--- src/rtl/ika87ad_busbridge_pkg.sv ---
// rtl/ika87ad_busbridge_pkg.sv - shared FSM states, region map and address decode for the bus bridge
package ika87ad_busbridge_pkg;

  typedef enum logic [2:0] {
    ST_IDLE,
    ST_RAM,
    ST_REQ,
    ST_HOLD,
    ST_WAITREL
  } state_e;

  typedef enum logic [1:0] {
    RG_ROM,
    RG_RAM,
    RG_IO,
    RG_NONE
  } region_e;

  localparam logic [15:0] ROM_BASE  = 16'h0000;
  localparam logic [15:0] ROM_LIMIT = 16'h0FFF;
  localparam logic [15:0] RAM_BASE  = 16'hFF00;
  localparam logic [15:0] RAM_LIMIT = 16'hFFFF;
  localparam logic [15:0] IO_ADDR   = 16'h1401;
  localparam int unsigned RAM_DEPTH = 256;

  // Offset compares keep the range checks free of always-true bounds.
  function automatic region_e decode_region(input logic [15:0] addr);
    region_e rg;
    if ((addr - ROM_BASE) <= (ROM_LIMIT - ROM_BASE)) begin
      rg = RG_ROM;
    end else if ((addr - RAM_BASE) <= (RAM_LIMIT - RAM_BASE)) begin
      rg = RG_RAM;
    end else if (addr == IO_ADDR) begin
      rg = RG_IO;
    end else begin
      rg = RG_NONE;
    end
    return rg;
  endfunction

endpackage

--- src/rtl/ika87ad_busbridge_ram.sv ---
// rtl/ika87ad_busbridge_ram.sv - internal 256x8 RAM, synchronous write, registered read
module ika87ad_busbridge_ram
  import ika87ad_busbridge_pkg::*;
(
  input  logic       clk,
  input  logic       we,
  input  logic [7:0] addr,
  input  logic [7:0] wdata,
  output logic [7:0] rdata
);

  logic [7:0] mem_q [RAM_DEPTH];
  logic [7:0] rdata_q;

  // Contents are deliberately not reset.
  always_ff @(posedge clk) begin
    if (we) begin
      mem_q[addr] <= wdata;
    end
    rdata_q <= mem_q[addr];
  end

  assign rdata = rdata_q;

endmodule

--- src/rtl/ika87ad_busbridge.sv ---
// rtl/ika87ad_busbridge.sv - CPU strobe bridge to internal RAM and an ack-based external memory bus
module ika87ad_busbridge
  import ika87ad_busbridge_pkg::*;
#(
  parameter int unsigned TIMEOUT = 15,
  parameter logic [7:0]  OPENBUS = 8'hFF
) (
  input  logic        i_EMUCLK,
  input  logic        i_RESET,
  input  logic [15:0] i_A,
  input  logic        i_RD_n,
  input  logic        i_WR_n,
  input  logic [7:0]  i_DO,
  output logic [7:0]  o_DI,
  output logic        o_MEM_REQ,
  output logic        o_MEM_WE,
  output logic [15:0] o_MEM_ADDR,
  output logic [7:0]  o_MEM_WDATA,
  input  logic        i_MEM_ACK,
  input  logic [7:0]  i_MEM_RDATA,
  output logic        o_TIMEOUT,
  output logic        o_LATE
);

  localparam logic [3:0] TIMEOUT_CNT = 4'(TIMEOUT);

  state_e      state_q, state_d;
  logic        rd_q, rd_d, wr_q, wr_d;
  logic        rd_prev_q, rd_prev_d, wr_prev_q, wr_prev_d;
  logic [15:0] addr_q, addr_d;
  logic [7:0]  wdata_q, wdata_d;
  logic [7:0]  di_q, di_d;
  logic        we_q, we_d;
  logic        req_q, req_d;
  logic        timeout_q, timeout_d;
  logic        late_q, late_d;
  logic [3:0]  cnt_q, cnt_d, cnt_inc;

  logic        start, is_write, released, ram_we;
  logic [7:0]  ram_addr, ram_rdata;
  region_e     region;

  assign start    = (rd_prev_q & ~rd_q) | (wr_prev_q & ~wr_q);
  assign is_write = ~wr_q;
  assign released = we_q ? wr_q : rd_q;
  assign region   = decode_region(i_A);
  assign cnt_inc  = cnt_q + 4'd1;
  // Read address goes to the RAM while still in IDLE so data is ready on RAM entry.
  assign ram_addr = (state_q == ST_IDLE) ? i_A[7:0] : addr_q[7:0];

  always_comb begin
    state_d   = state_q;
    rd_d      = i_RD_n;
    wr_d      = i_WR_n;
    rd_prev_d = rd_q;
    wr_prev_d = wr_q;
    addr_d    = addr_q;
    wdata_d   = wdata_q;
    di_d      = di_q;
    we_d      = we_q;
    req_d     = req_q;
    timeout_d = timeout_q;
    late_d    = late_q;
    cnt_d     = cnt_q;
    ram_we    = 1'b0;

    unique case (state_q)
      ST_IDLE: begin
        if (start) begin
          addr_d  = i_A;
          wdata_d = i_DO;
          we_d    = is_write;
          cnt_d   = '0;
          unique case (region)
            RG_RAM: state_d = ST_RAM;
            RG_ROM: begin
              if (is_write) begin
                state_d = ST_WAITREL;
              end else begin
                state_d = ST_REQ;
                req_d   = 1'b1;
              end
            end
            RG_IO: begin
              state_d = ST_REQ;
              req_d   = 1'b1;
            end
            default: begin
              state_d = ST_WAITREL;
              if (!is_write) begin
                di_d = OPENBUS;
              end
            end
          endcase
        end
      end
      ST_RAM: begin
        if (we_q) begin
          ram_we = ~i_RESET;
        end else begin
          di_d = ram_rdata;
        end
        state_d = ST_WAITREL;
      end
      ST_REQ: begin
        if (i_MEM_ACK) begin
          req_d = 1'b0;
          if (!we_q) begin
            di_d = i_MEM_RDATA;
          end
          if (released) begin
            late_d  = 1'b1;
            state_d = ST_IDLE;
          end else begin
            state_d = ST_HOLD;
          end
        end else begin
          cnt_d = cnt_inc;
          if (cnt_inc == TIMEOUT_CNT) begin
            req_d     = 1'b0;
            timeout_d = 1'b1;
            if (!we_q) begin
              di_d = OPENBUS;
            end
            state_d = ST_WAITREL;
          end
        end
      end
      ST_HOLD: state_d = ST_WAITREL;
      ST_WAITREL: begin
        if (rd_q && wr_q) begin
          state_d = ST_IDLE;
        end
      end
      default: state_d = ST_IDLE;
    endcase
  end

  always_ff @(posedge i_EMUCLK) begin
    if (i_RESET) begin
      state_q   <= ST_IDLE;
      rd_q      <= 1'b1;
      wr_q      <= 1'b1;
      rd_prev_q <= 1'b1;
      wr_prev_q <= 1'b1;
      addr_q    <= '0;
      wdata_q   <= '0;
      di_q      <= OPENBUS;
      we_q      <= 1'b0;
      req_q     <= 1'b0;
      timeout_q <= 1'b0;
      late_q    <= 1'b0;
      cnt_q     <= '0;
    end else begin
      state_q   <= state_d;
      rd_q      <= rd_d;
      wr_q      <= wr_d;
      rd_prev_q <= rd_prev_d;
      wr_prev_q <= wr_prev_d;
      addr_q    <= addr_d;
      wdata_q   <= wdata_d;
      di_q      <= di_d;
      we_q      <= we_d;
      req_q     <= req_d;
      timeout_q <= timeout_d;
      late_q    <= late_d;
      cnt_q     <= cnt_d;
    end
  end

  ika87ad_busbridge_ram u_ram (
    .clk   (i_EMUCLK),
    .we    (ram_we),
    .addr  (ram_addr),
    .wdata (wdata_q),
    .rdata (ram_rdata)
  );

  assign o_DI        = di_q;
  assign o_MEM_REQ   = req_q;
  assign o_MEM_WE    = we_q;
  assign o_MEM_ADDR  = addr_q;
  assign o_MEM_WDATA = wdata_q;
  assign o_TIMEOUT   = timeout_q;
  assign o_LATE      = late_q;

endmodule

--- config.mk ---
export PLATFORM = sky130hd
export DESIGN_NAME = ika87ad_busbridge
export DESIGN_NICKNAME = d
export VERILOG_FILES = /design/src/rtl/ika87ad_busbridge_pkg.sv /design/src/rtl/ika87ad_busbridge_ram.sv /design/src/rtl/ika87ad_busbridge.sv
export SDC_FILE = /design/constraint.sdc
export NUM_CORES = 2
export LEC_CHECK = 0
export ABC_AREA = 1
export ABC_CLOCK_PERIOD_IN_PS = 6680
export CAP_MARGIN = 10
export CORE_ASPECT_RATIO = 0.7
export CORE_MARGIN = 4
export CORE_UTILIZATION = 40
export DETAILED_ROUTE_END_ITERATION = 10
export GPL_TIMING_DRIVEN = 0
export PLACE_DENSITY_LB_ADDON = 0.1
export SLEW_MARGIN = 15
export SYNTH_ARGS = -nofsm -noshare
export SYNTH_HDL_FRONTEND = slang
export SYNTH_SLANG_ARGS = --single-unit
export TNS_END_PERCENT = 100
--- constraint.sdc ---
create_clock -name i_EMUCLK -period 6.68 [get_ports i_EMUCLK]
set_clock_uncertainty 0.15 [all_clocks]
set_input_delay 0.668 -clock i_EMUCLK [delete_from_list [all_inputs] [get_ports i_EMUCLK]]
set_output_delay 0.668 -clock i_EMUCLK [all_outputs]
set_load 0.005 [all_outputs]
==> impl_metrics.tcl <==
set metrics [dict create \
    ys_seq_area_share_pct 70.6 \
    switchingPower_w 0.0106 \
    synth_seq_cells 2103 \
    worst_r2r_endpoint "u_ram.mem_q[185][6]$_DFFE_PP_" \
    slew_headroom_pct 14.6 \
    num_rows 144 \
    area_growth_syn_to_layout_pct 14.1 \
    synth.net_count 8779 \
    crit_path_max_incr_delay_ns 0.97 \
    post_cts_buffers 0 \
    syn-instance-count 8740 \
    insertion_delay_ns 0.86 \
    cp-start-kind "flip-flop" \
    grt_pass1_wl_mm 429 \
    worstPathCellList "inv_1 > nand3_1 > nand2_2 > buf_4 > buf_4 > buf_2 > nor3_2 > nand2_1 > buf_2 > nor2_1" \
    hold_start "i_RD_n" \
    cts_sinks 2103 \
    yosysUniqueCellTypes 34 \
    stdcell_count 12200 \
    ios 73 \
    die_h_um 402 \
    r2r-start "state_q[1]$_SDFFE_PP0P_" \
    worst_path_max_delay_cell "nand3_1" \
    p_leak_nw 41.2 \
    synthArstFlopShare_pct 0 \
    grt_max_degree 61 \
    postRouteAntennaNets 0 \
    min_path_cells 2 \
    clkTransAtPathRegs_ns 0.06 \
    layout_commonest_cell "nand2_1" \
    fmax_mhz 151 \
    hold_path.class "primary input to flip-flop" \
    drtIter0Drc 7998 \
    routed_wl_mm 308 \
    place_area_mm2 0.0943 \
    gr-usage-all-layers_pct 26.2 \
    grt_util_met3_pct 7.65 \
    nets 9117 \
    clockBufferDepth 4 \
    place_inst 11800 \
    outcome "complete, no violations" \
    grt_setup_unrepaired "no" \
    irDropWorstVdd_mv 0.207 \
    crit_type "flip-flop to flip-flop" \
    vias 64000 \
    met2_usage_pct 34.6 \
    worst-path-buf-inv 5 \
    p_comb_share_pct 20.1 \
    syn_avg_cell_area_um2 10.1 \
    min_to "rd_prev_d$_SDFF_PP1_" \
    netlist_area_mm2 0.0886 \
    maxCapViolations 0 \
    busiest_layer "met1" \
    worstPathRequired_ns 6.97 \
    worst-r2r-setup-slack_ns 0.06 \
    switching_share_pct 31.5 \
    use_met1_pct 41.5 \
    drv_slew 0 \
    mostFrequentLayoutCells "nand2_1 (5122), edfxtp_1 (2048), nor2_1 (374)" \
    dp_hpwl_mm 220 \
    drc 0 \
    powerDensity_mw_per_mm2 333 \
    worstSetupEndpointType "flip-flop" \
    tightest_slew_ns 1.28 \
    crit_family "simple AND/OR/NAND/NOR gates" \
    p_clk_share_pct 35.6 \
    grt_pass1_vias 58600 \
    internal_power_w 0.0231 \
    grt_antenna_before_repair 24 \
    avgViaCountPerCell 5.26 \
    setup_viol 0 \
    synth_ff_type "edfxtp_1" \
    gr-total-overflow 0 \
    dr.pass1.iters 8 \
    final.period_utilization_pct 99.1 \
    yosys_warnings 0 \
    cts_tree "done" \
    gp_congestion 0.939 \
    dieArea_mm2 0.229 \
    ctsResizeCount 0 \
    h-tree-depth 4 \
    cp_max_fo 10 \
    coreArea_mm2 0.220 \
    layout-drive-gt1-share_pct 6.28 \
    holdBufCountCts 0 \
    cp.arrival_ns 6.91 \
    stdcell_area_mm2 0.101 \
    wl_per_cell_um 25.3 \
    start_util_pct 40.3 \
    hold_viol_final 0 \
    reg2reg_depth 10 \
    die_x_um 571 \
    fin_crit_ns 6.62 \
    cts_root_buffer "clkbuf_16" \
    io_buffers 72 \
    seq_power_share_pct 44.3 \
    numCtsBuffers 217 \
    setup_tns_ns 0 \
    synth_edf_count 2048 \
]
==> registers in the layout (all words and copies together), names as in the netlist <==
| signal | flops |
|---|---|
| o_DI | 8 |
| cnt_q | 4 |
| o_MEM_WDATA | 8 |
| o_MEM_REQ | 1 |
| u_ram.rdata | 8 |
| o_MEM_WE | 1 |
| o_MEM_ADDR | 16 |
| wr_prev_d | 1 |
| u_ram.mem_q | 2048 |
| wr_prev_q | 1 |
| rd_prev_d | 1 |
| o_TIMEOUT | 1 |
| state_q | 3 |
| rd_prev_q | 1 |
| o_LATE | 1 |
==> area by class of cell <==
cell class / count / area, um^2
clock inverters: 116 / 1040
clock buffers: 274 / 5760
plain buffers: 479 / 2070
repair buffers: 119 / 1950
inverters: 65 / 244
multi-input cells: 6093 / 23700
diodes: 9 / 22.5
well taps: 2920 / 3650
flip-flops and latches: 2103 / 62600
fillers: 20600 / 119000
==> Yosys cell counts (3+ instances only) <==
cell type | instances | area (um^2)
nor2_2 | 5 | 31.3
dfxtp_1 | 55 | 1100
edfxtp_1 | 2048 | 61500
or2_2 | 3 | 18.8
buf_1 | 61 | 229
nand3_1 | 337 | 1690
nor3_1 | 4 | 20.0
nor4_1 | 3 | 18.8
o21ai_2 | 4 | 35.0
clkbuf_1 | 227 | 852
inv_1 | 59 | 221
buf_4 | 3 | 22.5
nor2_1 | 375 | 1410
inv_2 | 6 | 22.5
o21ai_0 | 45 | 225
a21oi_1 | 35 | 175
buf_2 | 187 | 936
a211oi_1 | 5 | 37.5
o21ai_1 | 131 | 656
nand4_1 | 3 | 18.8
nand2_1 | 5124 | 19200
nor3_2 | 4 | 40.0
==> through the flow <==
stage / utilization (%) / hold slack [ns] / setup slack (ns) / power [W]
final: 45.9 / 0.234 / 0.0610 / 0.0337
after global routing: 45.9 / 0.205 / 0.136 / 0.0349
after CTS: 45.9 / 0.175 / 0.327 / 0.0336
after detailed placement: 42.8 / 0.306 / -0.263 / 0.0218
after global placement: 42.2 / 0.305 / -5.89 / 0.0220
after floorplan: - / 0.285 / 2.24 / 0.0187
==> metal layers <==
metal | vias up | routed length (um)
met5 | - | 244
met4 | 2 | 7820
met3 | 369 | 35500
met2 | 2784 | 119000
met1 | 31500 | 145000
li1 | 29400 | -
==> power groups by stage <==
stage	Combinational (W)	Sequential, W	Clock, W
after floorplan	0.00321	0.0155	0
after global placement	0.00581	0.0161	0
after detailed placement	0.00657	0.0152	0
after CTS	0.00659	0.0149	0.0121
after global routing	0.00727	0.0149	0.0127
final	0.00678	0.0149	0.0120
==> cells by family (layout without fill, tap and decap cells) <==
group | after synthesis | in the layout | share of synthesized area [%]
other | 0 | 9 | 0
AOI/OAI and AO/OA | 225 | 225 | 1.31
adders and majority gates | 2 | 2 | 0.0282
buffers and inverters | 544 | 1053 | 2.58
xor gates and xnor gates | 2 | 2 | 0.0198
and+or+nand+nor | 5864 | 5864 | 25.4
DFF | 2103 | 2103 | 70.6
==> worst max-delay path by stage <==
stage	start	endpoint	slack [ns]	cells past startpoint
after CTS	state_q[2]$_SDFFE_PP0P_	u_ram.mem_q[184][5]$_DFFE_PP_	0.33	11
final	state_q[1]$_SDFFE_PP0P_	u_ram.mem_q[185][6]$_DFFE_PP_	0.06	10
after global placement	o_MEM_WDATA[2]$_SDFFE_PP0P_	o_MEM_WDATA[2]	-5.89	1
after floorplan	o_MEM_WDATA[0]$_SDFFE_PP0P_	u_ram.mem_q[0][0]$_DFFE_PP_	2.24	0
after global routing	state_q[2]$_SDFFE_PP0P_	u_ram.mem_q[184][5]$_DFFE_PP_	0.14	11
after detailed placement	i_A[0]	u_ram.mem_q[185][5]$_DFFE_PP_	-0.26	11
(Power assumes the default switching activity.)
